==> config.mk <==
export PLATFORM = sky130hd
export DESIGN_NAME = bcd_counter_display_flat
export DESIGN_NICKNAME = d
export VERILOG_FILES = /design/src/rtl/bcd_counter_display_if.sv /design/src/rtl/bcd_counter_display.sv /design/src/flat_wrapper.sv
export SDC_FILE = /design/constraint.sdc
export NUM_CORES = 1
export LEC_CHECK = 0
export CAP_MARGIN = 25
export CORE_MARGIN = 3
export CORE_UTILIZATION = 50
export CTS_CLUSTER_DIAMETER = 30
export DETAILED_ROUTE_END_ITERATION = 6
export PLACE_DENSITY_LB_ADDON = 0.1
export SLEW_MARGIN = 40
export SYNTH_ARGS = -nofsm -noshare
export SYNTH_HDL_FRONTEND = slang
export SYNTH_SLANG_ARGS = --single-unit
==> constraint.sdc <==
create_clock -name clk -period 2.29 [get_ports clk]
set_clock_uncertainty 0.2 [all_clocks]
set_input_delay 0.458 -clock clk [delete_from_list [all_inputs] [get_ports clk]]
set_output_delay 0.458 -clock clk [all_outputs]
set_load 0.005 [all_outputs]
==> src/rtl/bcd_counter_display_if.sv <==
// Board-facing signal bundle for bcd_counter_display: switches/buttons in,
// LED count and active-low seven-segment bytes out.
interface bcd_counter_display_if #(
   parameter int WIDTH  = 8,
   parameter int DIGITS = 3
);
   logic [WIDTH-1:0]    data_input;
   logic                ctrl_load;
   logic                ctrl_inc;
   logic                ctrl_dec;
   logic [WIDTH-1:0]    data_output_led;
   logic [8*DIGITS-1:0] data_output_sevensegs;
   logic                conv_busy;

   modport master (
      output data_input, ctrl_load, ctrl_inc, ctrl_dec,
      input  data_output_led, data_output_sevensegs, conv_busy
   );

   modport slave (
      input  data_input, ctrl_load, ctrl_inc, ctrl_dec,
      output data_output_led, data_output_sevensegs, conv_busy
   );
endinterface

==> src/rtl/bcd_counter_display.sv <==
// Debounced up/down counter with parallel load, driving LEDs and a sequential
// double-dabble seven-segment display. Optional macro: LEADING_ZERO_BLANK_EN.
//
// state    | meaning
// S_IDLE   | waiting for count to differ from last converted value
// S_CONV   | one add-3/shift double-dabble step per clock, WIDTH steps
// S_UPDATE | encode BCD digits into the display register
module bcd_counter_display #(
   parameter int WIDTH           = 8,
   parameter int DIGITS          = 3,
   parameter int DEBOUNCE_CYCLES = 16,
   parameter int WRAP            = 1
) (
   input  logic                 clk,
   input  logic                 async_reset,
   bcd_counter_display_if.slave bus
);
   localparam int DBW        = $clog2(DEBOUNCE_CYCLES);
   localparam int DIG_NEED   = (WIDTH * 302 + 999) / 1000 + 1;
   localparam int DIGITS_INT = (DIGITS > DIG_NEED) ? DIGITS : DIG_NEED;
   localparam int BCDW       = 4 * DIGITS_INT;
   localparam int ITW        = $clog2(WIDTH + 1);
   localparam logic [WIDTH-1:0] CNT_MAX = {WIDTH{1'b1}};

   typedef enum logic [1:0] {S_IDLE, S_CONV, S_UPDATE} state_t;

   logic [1:0]           raw_btn;
   logic [1:0]           deb_q;
   logic [1:0]           deb_prev_q;
   logic [DBW-1:0]       db_cnt_q [2];
   logic                 inc_pulse;
   logic                 dec_pulse;
   logic [WIDTH-1:0]     count_q, count_d;
   state_t               state_q;
   logic [WIDTH-1:0]     shift_q;
   logic [BCDW-1:0]      bcd_q, bcd_adj;
   logic [ITW-1:0]       iter_q;
   logic [WIDTH-1:0]     cap_q;
   logic [WIDTH-1:0]     last_q;
   logic [8*DIGITS-1:0]  disp_q, disp_d;
   logic                 busy_q;

   function automatic logic [7:0] seg7(input logic [3:0] nib);
      case (nib)
         4'd0: seg7 = 8'hC0;
         4'd1: seg7 = 8'hF9;
         4'd2: seg7 = 8'hA4;
         4'd3: seg7 = 8'hB0;
         4'd4: seg7 = 8'h99;
         4'd5: seg7 = 8'h92;
         4'd6: seg7 = 8'h82;
         4'd7: seg7 = 8'hF8;
         4'd8: seg7 = 8'h80;
         4'd9: seg7 = 8'h90;
         default: seg7 = 8'hFF;
      endcase
   endfunction

   assign raw_btn   = {bus.ctrl_dec, bus.ctrl_inc};
   assign inc_pulse = deb_q[0] & ~deb_prev_q[0];
   assign dec_pulse = deb_q[1] & ~deb_prev_q[1];

   // Counter runs only while raw disagrees with the debounced level.
   always_ff @(posedge clk or negedge async_reset) begin
      if (!async_reset) begin
         deb_q      <= '0;
         deb_prev_q <= '0;
         db_cnt_q   <= '{default: '0};
      end else begin
         deb_prev_q <= deb_q;
         for (int b = 0; b < 2; b++) begin
            if (raw_btn[b] != deb_q[b]) begin
               if (db_cnt_q[b] == DBW'(DEBOUNCE_CYCLES - 1)) begin
                  deb_q[b]    <= raw_btn[b];
                  db_cnt_q[b] <= '0;
               end else begin
                  db_cnt_q[b] <= db_cnt_q[b] + 1'b1;
               end
            end else begin
               db_cnt_q[b] <= '0;
            end
         end
      end
   end

   always_comb begin
      count_d = count_q;
      if (bus.ctrl_load) begin
         count_d = bus.data_input;
      end else if (inc_pulse && !dec_pulse) begin
         if (count_q == CNT_MAX) count_d = (WRAP != 0) ? '0 : CNT_MAX;
         else                    count_d = count_q + 1'b1;
      end else if (dec_pulse && !inc_pulse) begin
         if (count_q == '0) count_d = (WRAP != 0) ? CNT_MAX : '0;
         else               count_d = count_q - 1'b1;
      end
   end

   always_comb begin
      bcd_adj = bcd_q;
      for (int i = 0; i < DIGITS_INT; i++) begin
         if (bcd_q[4*i +: 4] >= 4'd5) bcd_adj[4*i +: 4] = bcd_q[4*i +: 4] + 4'd3;
      end
   end

`ifdef LEADING_ZERO_BLANK_EN
   logic lz_seen;
   always_comb begin
      lz_seen = 1'b0;
      disp_d  = '0;
      for (int i = DIGITS - 1; i >= 0; i--) begin
         if (bcd_q[4*i +: 4] != 4'd0) lz_seen = 1'b1;
         if (!lz_seen && i != 0) disp_d[8*i +: 8] = 8'hFF;
         else                    disp_d[8*i +: 8] = seg7(bcd_q[4*i +: 4]);
      end
   end
`else
   always_comb begin
      disp_d = '0;
      for (int i = 0; i < DIGITS; i++) disp_d[8*i +: 8] = seg7(bcd_q[4*i +: 4]);
   end
`endif

   always_ff @(posedge clk or negedge async_reset) begin
      if (!async_reset) begin
         count_q <= '0;
         state_q <= S_IDLE;
         shift_q <= '0;
         bcd_q   <= '0;
         iter_q  <= '0;
         cap_q   <= '0;
         last_q  <= '0;
         disp_q  <= {DIGITS{8'hC0}};
         busy_q  <= 1'b0;
      end else begin
         count_q <= count_d;
         case (state_q)
            S_IDLE: begin
               if (count_q != last_q) begin
                  cap_q   <= count_q;
                  shift_q <= count_q;
                  bcd_q   <= '0;
                  iter_q  <= '0;
                  state_q <= S_CONV;
                  busy_q  <= 1'b1;
               end
            end
            S_CONV: begin
               bcd_q   <= {bcd_adj[BCDW-2:0], shift_q[WIDTH-1]};
               shift_q <= {shift_q[WIDTH-2:0], 1'b0};
               iter_q  <= iter_q + 1'b1;
               if (iter_q == ITW'(WIDTH - 1)) state_q <= S_UPDATE;
            end
            S_UPDATE: begin
               disp_q  <= disp_d;
               last_q  <= cap_q;
               state_q <= S_IDLE;
               busy_q  <= 1'b0;
            end
            default: begin
               state_q <= S_IDLE;
               busy_q  <= 1'b0;
            end
         endcase
      end
   end

   assign bus.data_output_led       = count_q;
   assign bus.data_output_sevensegs = disp_q;
   assign bus.conv_busy             = busy_q;
endmodule

==> src/flat_wrapper.sv <==
// flat-port wrapper written by rule: the top's interface ports become plain ports
module bcd_counter_display_flat 
#(
   parameter int WIDTH           = 8,
   parameter int DIGITS          = 3,
   parameter int DEBOUNCE_CYCLES = 16,
   parameter int WRAP            = 1
)
  (clk, async_reset, bus_data_input, bus_ctrl_load, bus_ctrl_inc, bus_ctrl_dec, bus_data_output_led, bus_data_output_sevensegs, bus_conv_busy);
  bcd_counter_display_if #(.WIDTH(WIDTH), .DIGITS(DIGITS)) bus_i ();
  input  logic clk;
  input  logic async_reset;
  input wire logic [$bits(bus_i.data_input)-1:0] bus_data_input;
  input wire logic [$bits(bus_i.ctrl_load)-1:0] bus_ctrl_load;
  input wire logic [$bits(bus_i.ctrl_inc)-1:0] bus_ctrl_inc;
  input wire logic [$bits(bus_i.ctrl_dec)-1:0] bus_ctrl_dec;
  output wire logic [$bits(bus_i.data_output_led)-1:0] bus_data_output_led;
  output wire logic [$bits(bus_i.data_output_sevensegs)-1:0] bus_data_output_sevensegs;
  output wire logic [$bits(bus_i.conv_busy)-1:0] bus_conv_busy;
  assign bus_i.data_input = bus_data_input;
  assign bus_i.ctrl_load = bus_ctrl_load;
  assign bus_i.ctrl_inc = bus_ctrl_inc;
  assign bus_i.ctrl_dec = bus_ctrl_dec;
  assign bus_data_output_led = bus_i.data_output_led;
  assign bus_data_output_sevensegs = bus_i.data_output_sevensegs;
  assign bus_conv_busy = bus_i.conv_busy;
  bcd_counter_display #(.WIDTH(WIDTH), .DIGITS(DIGITS), .DEBOUNCE_CYCLES(DEBOUNCE_CYCLES), .WRAP(WRAP)) u_core (.clk(clk), .async_reset(async_reset), .bus(bus_i));
endmodule
======== Yosys cells after proc, flatten, opt, wreduce, memory -nomap -nowiden ========
Memories as Yosys holds them, arrays and structs flattened. A register that Yosys moved wholly into a read port is not among the register bits.
Cells that the tools add are included.
word-level totals
  flip-flop bits (word level) ............. 91
  ROM bits ................................ 336
  input port bits ......................... 13
  word-level logic and storage cells ...... 87
  memories ................................ 3
cells by class
  $add $sub $neg .......................... 9
  magnitude comparators ................... 4
  equality and inequality tests ........... 11
  mux-type cells .......................... 24
  bitwise gates (word level) .............. 5
  reductions and logical operators ........ 17
memory list
  memory           words  width  read ports  clocked after Yosys merged registers in  wr ports  line                       source
  (no name shown)  16     7      1           1                                        0         bcd_counter_display.sv:44  case (nib)
  (no name shown)  16     7      1           1                                        0         bcd_counter_display.sv:44
  (no name shown)  16     7      1           1                                        0         bcd_counter_display.sv:44
operator list
  operator                                                            count
  two-way mux 8 bit                                                   6
  two-way mux 4 bit                                                   8
  case mux 16 bit (2 select lines)                                    1
  greater-or-equal comparator 4 x 3 -> 1 bit (second input constant)  4
  two-way mux 16 bit                                                  1
  case mux 8 bit (2 select lines)                                     1
  adder 4 x 1 -> 4 bit (second input constant)                        3
  adder 4 x 2 -> 4 bit (second input constant)                        3
  AND reduction 2 bit                                                 6
  adder 8 x 1 -> 8 bit (second input constant)                        1
  equality test 4 bit (second input constant)                         2
  equality test 8 bit (second input constant)                         1
  zero test 8 bit                                                     1
  != test 8 bit                                                       1
  case mux 4 bit (2 select lines)                                     1
  subtractor 8 x 1 -> 8 bit (second input constant)                   1
  zero test 1 bit                                                     5
  equality test 4 x 3 -> 1 bit (second input constant)                1
  two-way mux 2 bit                                                   2
  != test 2 x 1 -> 1 bit (second input constant)                      2
  case mux 2 bit (2 select lines)                                     1
  adder 3 x 2 -> 3 bit (second input constant)                        1
  two-way mux 3 bit                                                   1
  inverter 1 bit                                                      3
  10 further kinds                                                    13

======== Logic depth before layout (Yosys ltp) ========
  word-level depth ........................ 7
  depth in mapped cells ................... 8
  mapped depth without buffers ............ 7

======== Worst setup path after synthesis ========
No wires, ideal clock.
  path type ............................... register to register
  start ................................... reg u_core.count_q[0], in the netlist u_core.bus.data_output_led[0]
  end ..................................... reg u_core.shift_q[1]
  setup time .............................. 126 ps
  arrival ................................. 1,633 ps
  setup slack ............................. 331 ps
  stages on the path, launching flop included .. 8
  path buffers ............................ 2
  path through ............................ dfrtp_1 buf_6 xor2_1 nor4_4 a21boi_2 buf_6 and2_4 a221o_1
on the way
  cells in the longest elaborated chain, start to end .. 3
ends and longest elaborated chain
  what                                     line                        source
  start: declaration                       bcd_counter_display.sv:33   logic [WIDTH-1:0] count_q, count_d;
  start signal: assignment                 bcd_counter_display.sv:136  count_q <= count_d;
  != test 8 bit                            bcd_counter_display.sv:139  if (count_q != last_q) begin
  != test 2 x 1 -> 1 bit (no source line)  n/a
  AND reduction 2 bit (no source line)     n/a
  end signal: assignment                   bcd_counter_display.sv:141  shift_q <= count_q;
  end signal: assignment                   bcd_counter_display.sv:150  shift_q <= {shift_q[WIDTH-2:0], 1'b0};
  end: declaration                         bcd_counter_display.sv:35   logic [WIDTH-1:0] shift_q;
Every way passes these cells.
A chain may end at the register's enable or synchronous reset.

======== Final worst setup path ========
  start ................................... reg u_core.count_q[3], in the netlist u_core.bus.data_output_led[3]
  end ..................................... out bus_data_output_led[3]
RTL lines
  what              line                source
  end: declaration  flat_wrapper.sv:17  output wire logic [$bits(bus_i.data_output_led)-1:0] bus_data_output_led;
No word-level cell between the ends.

==> reports/results.env <==
OUTCOME='finished clean'
MIN_PERIOD_NS=2.178
DETAIL_ROUTE.WIRELENGTH_UM=9931
ROUTE.VIAS.TOTAL=3628
GRT-OVFL-TOTAL=0
INITIAL_CORE_UTIL=0.5198
REG2REG_DEPTH=5
FINAL.SETUP.TNS_NS=0
FRACTION_OF_LAYOUT_INSTANCES_USING_A_DRIVE_STRENGTH_ABOVE_1=0.1410
TIMING.CRITICAL_PATH.REQUIRED_NS=1.63
TIMING.FINAL.MAX_SLEW_VIOLATIONS=0
MAX-CAP-VIOLATIONS=0
POST-PLACE-CELLS=623
CRITICAL_PATH_CLASS='reg2out'
SYNTH_CELLS=480
SYNTH.YOSYS.SEQ_AREA_SHARE=0.4578
FF2FF_SETUP_SLACK_NS=0.14
CLASS_OF_THE_TIGHTEST_HOLD_OR_REMOVAL_CHECK='reg2reg'
MAXIMUM_FANOUT_ALONG_THE_WORST_PATH=8
ANTENNA-DIODE-COUNT=0
DETAIL_ROUTE.FIRST_PASS.ITERATIONS=4
PEAKVDDDROP_uV=467.7
SYNTHFLOPTYPE='sky130_fd_sc_hd__dfrtp_1'
ROUTE.ANTENNA.REMAINING_NETS=0
CTS_BUFFERS=9
WORSTSETUPENDPOINTTYPE='output pin'
MAPPEDNETLISTAREA_UM2=4599
SYNTH_EDF_COUNT=0
WORST_SLEW_PIN_SLEW_NS=0.6088
SETUP_REPAIR_AFTER_GLOBAL_ROUTING_MISSED_ITS_MARGIN='false'
SYNTH_TOP_CELLS_BY_AREA='sky130_fd_sc_hd__dfrtp_1 (44%), sky130_fd_sc_hd__ha_1 (6.0%), sky130_fd_sc_hd__nand2_1 (6.0%), sky130_fd_sc_hd__o21ai_0 (3.5%), sky130_fd_sc_hd__a21oi_1 (2.9%)'
CLK-INSERTION-DELAY-LATE_NS=0.35
HPWL_UM=7231
CTS_TREE='built'
DRT-VIAS-PER-INSTANCE=5.669
INITIAL_ANTENNA_VIOLATION_COUNT=0
MAX_SLEW_MARGIN=0.5941
POWER_LEAKAGE_nW=2.405
CRITPATHLAUNCH='u_core.bus.data_output_led[3]'
YOSYS_REGISTER_BITS=84
GLOBAL_ROUTE.USAGE.MET2=0.3265
DIE_AREA_UM2=10390
NETS=562
FINAL_CLOCK_PERIOD_UTILIZATION_BY_THE_WORST_PATH=0.9512
WORST_EP_ARRIVAL_TIME_NS=1.52
CORE_REGION_AREA_UM2=8848
GR-USAGE-MET3=0.02935
FP.DIEW_UM=101.9
CTS_REPAIR_RESIZE_COUNT=0
MAXCLOCKFREQUENCY_MHz=459.1
GP_CONGESTION=0.8919
CP_CELL_SEQUENCE='buf_4 > clkdlybuf4s50_1'
PORTBUFFERS=42
SETUP-VIOLATIONS-FINAL=0
CLOCKROOTBUFFER='sky130_fd_sc_hd__clkbuf_8'
H-TREE-DEPTH=3
SLOWEST_STAGE='sky130_fd_sc_hd__clkdlybuf4s50_1'
BOUNDARYPINS=46
CP_MAX_STAGE_DELAY_NS=0.50
WORST_R2R_STARTPOINT='u_core.bus.data_output_led[2]'
FIRST_GLOBAL_VIAS=3459
HOLD_VIOL=0
CTS_SINKS=84
DIE_HEIGHT_UM=101.9
GR-USAGE-MET1=0.2848
WORST_HOLD_STARTPOINT='u_core.bus.data_output_sevensegs[22]'
DETAILEDROUTE.FIRSTITERATIONVIOLATIONS=159
POSTSYNTH.ASYNCRESETSHARE=1.000
AREA.GROWTH.SYNTH_TO_FINAL_PCT=17.36
CTS_HOLD_REPAIR.BUFFERS=1
GRT_START_MAX_NET_PINS=39
POST_SYNTH_TOP_AREA_SHARE=0.4407
GRT-BUSIEST-LAYER='met2'
CRITICAL_PATH.REG2REG.ENDPOINT='u_core.bus.data_output_led[7]'
SYN-MEAN-INSTANCE-AREA_UM2=9.582
INSTANCES_NO_FILL=640
WORSTSETUPSTARTPOINTTYPE='register'
CLKSLEWWORSTSETUPHOLDPATHS_NS=0.08
TIMING.HOLD.WORST_ENDPOINT='u_core.bus.data_output_sevensegs[22]'
COUNT_OF_YOSYS_WARNINGS_DURING_SYNTHESIS=0
YOSYS.AREA.TOP_TYPE='sky130_fd_sc_hd__dfrtp_1'
DESIGN_POWER_TOTAL_W=0.006676
ROUTE.DETAILED.WL_PER_INST_UM=15.52
DRT_DRC_VIOLATIONS_LEFT=0
MIN_DELAY_PATH_DEPTH=2
ROWS=34
GRT_PASS1_WL_UM=16730
CTS_POST_SETUP_BUFFERS_INSERTED=0
CLOCKBUFFERDEPTH=2
TRACK_USAGE=0.2019
NETLIST-CELL-TYPE-COUNT=65
POWER.DENSITY_nW_PER_UM2=1237
==> per-layer routing <==
metal  part of all wire  vias up
li1                   -     1768
met1               0.46     1758
met2               0.48       87
met3              0.048       15
met4              0.013        0
met5                  0        -
==> state kept, by name, indices dropped and copies added, names as in the netlist <==
signal and flops:
u_core.bus.data_output_sevensegs 21, u_core.bcd_q 12, u_core.bus.data_output_led 8, u_core.cap_q 8, u_core.db_cnt_q 8, u_core.last_q 8, u_core.shift_q 8, u_core.iter_q 4
u_core.deb_prev_q 2, u_core.deb_q 2, u_core.state_q 2, u_core.bus.conv_busy 1
==> stage by stage <==
step / setup WS [ns] / utilization / cell area [µm²] / hold slack, ns
global placement: 0.1528 / 0.5861 / 5186 / 0.2015
floorplan: 0.3314 / - / 4607 / -0.03759
CTS: 0.1036 / 0.6100 / 5398 / 0.2590
detailed placement: 0.04744 / 0.5861 / 5186 / 0.2089
finish: 0.1117 / 0.6100 / 5398 / 0.2560
global route: 0.07135 / 0.6100 / 5398 / 0.2762
==> layout make-up <==
type,instances,area (µm²)
fillers,754,3451
flip-flops and latches,84,2106
well taps,108,135.1
clock inverters,6,63.81
repair buffers,66,625.6
multi-input cells,348,2262
clock buffers,10,137.6
inverters,18,67.56
==> power breakdown <==
| group | switching [W] | leakage [nW] | internal, W | total [W] |
|---|---|---|---|---|
| logic | 0.00144 | 1.26 | 0.00154 | 0.00298 |
| registers | 0.000557 | 1.05 | 0.00206 | 0.00262 |
| clock network | 0.000544 | 0.0983 | 0.000532 | 0.00108 |
| total | 0.00254 | 2.41 | 0.00413 | 0.00668 |
==> critical path, delay by kind of cell, from the launching register on <==
| family | cells | cell delay [ns] |
|---|---|---|
| buffers and inverters | 2 | 0.70 |
| DFF | 1 | 0.48 |
==> logic make-up after synthesis <==
| kind of cell | Yosys count | share of synthesized area |
|---|---|---|
| adders and majority gates | 22 | 0.05985 |
| other | 1 | 0.0008153 |
| AOI/OAI and AO/OA | 130 | 0.1885 |
| DFF | 84 | 0.4578 |
| muxes | 11 | 0.02720 |
| xor gates and xnor gates | 20 | 0.03809 |
| and+or+nand+nor | 162 | 0.1757 |
| buffers and inverters | 50 | 0.05196 |
==> cell usage after synthesis, drive strengths merged, types with 3 or more instances <==
master	number
buf	15
and3	5
dfrtp	81
o2bb2ai	3
a221o	7
nand3	9
nor2b	7
a21o	7
o22ai	13
nor3b	4
xnor2	12
a31oi	7
ha	22
dfstp	3
clkbuf	17
o31ai	10
xor2	8
and2	9
nor2	33
nand2	73
nor4	3
a22o	3
mux2	9
nand2b	8
a21oi	27
inv	17
nor3	4
o21ai	32
==> worst max-delay path by stage <==
| stage | to | slack [ns] |
|---|---|---|
| floorplan | u_core.shift_q[1] | 0.33 |
| global placement | u_core.bus.data_output_led[7] | 0.15 |
| detailed placement | u_core.bus.data_output_led[7] | 0.05 |
| CTS | bus_data_output_led[3] | 0.10 |
| global route | bus_data_output_led[3] | 0.07 |
| finish | bus_data_output_led[3] | 0.11 |
==> layout by cell type, fill, tap and decap left out, types with 13 or more instances in the layout <==
| cell | n |
|---|---|
| sky130_fd_sc_hd__o21ai_0 | 32 |
| sky130_fd_sc_hd__dfrtp_1 | 81 |
| sky130_fd_sc_hd__o22ai_1 | 13 |
| sky130_fd_sc_hd__buf_4 | 22 |
| sky130_fd_sc_hd__clkdlybuf4s50_1 | 41 |
| sky130_fd_sc_hd__inv_1 | 17 |
| sky130_fd_sc_hd__ha_1 | 22 |
| sky130_fd_sc_hd__nor2_1 | 33 |
| sky130_fd_sc_hd__nand2_1 | 73 |
| sky130_fd_sc_hd__a21oi_1 | 27 |
(Power assumes the default switching activity.)
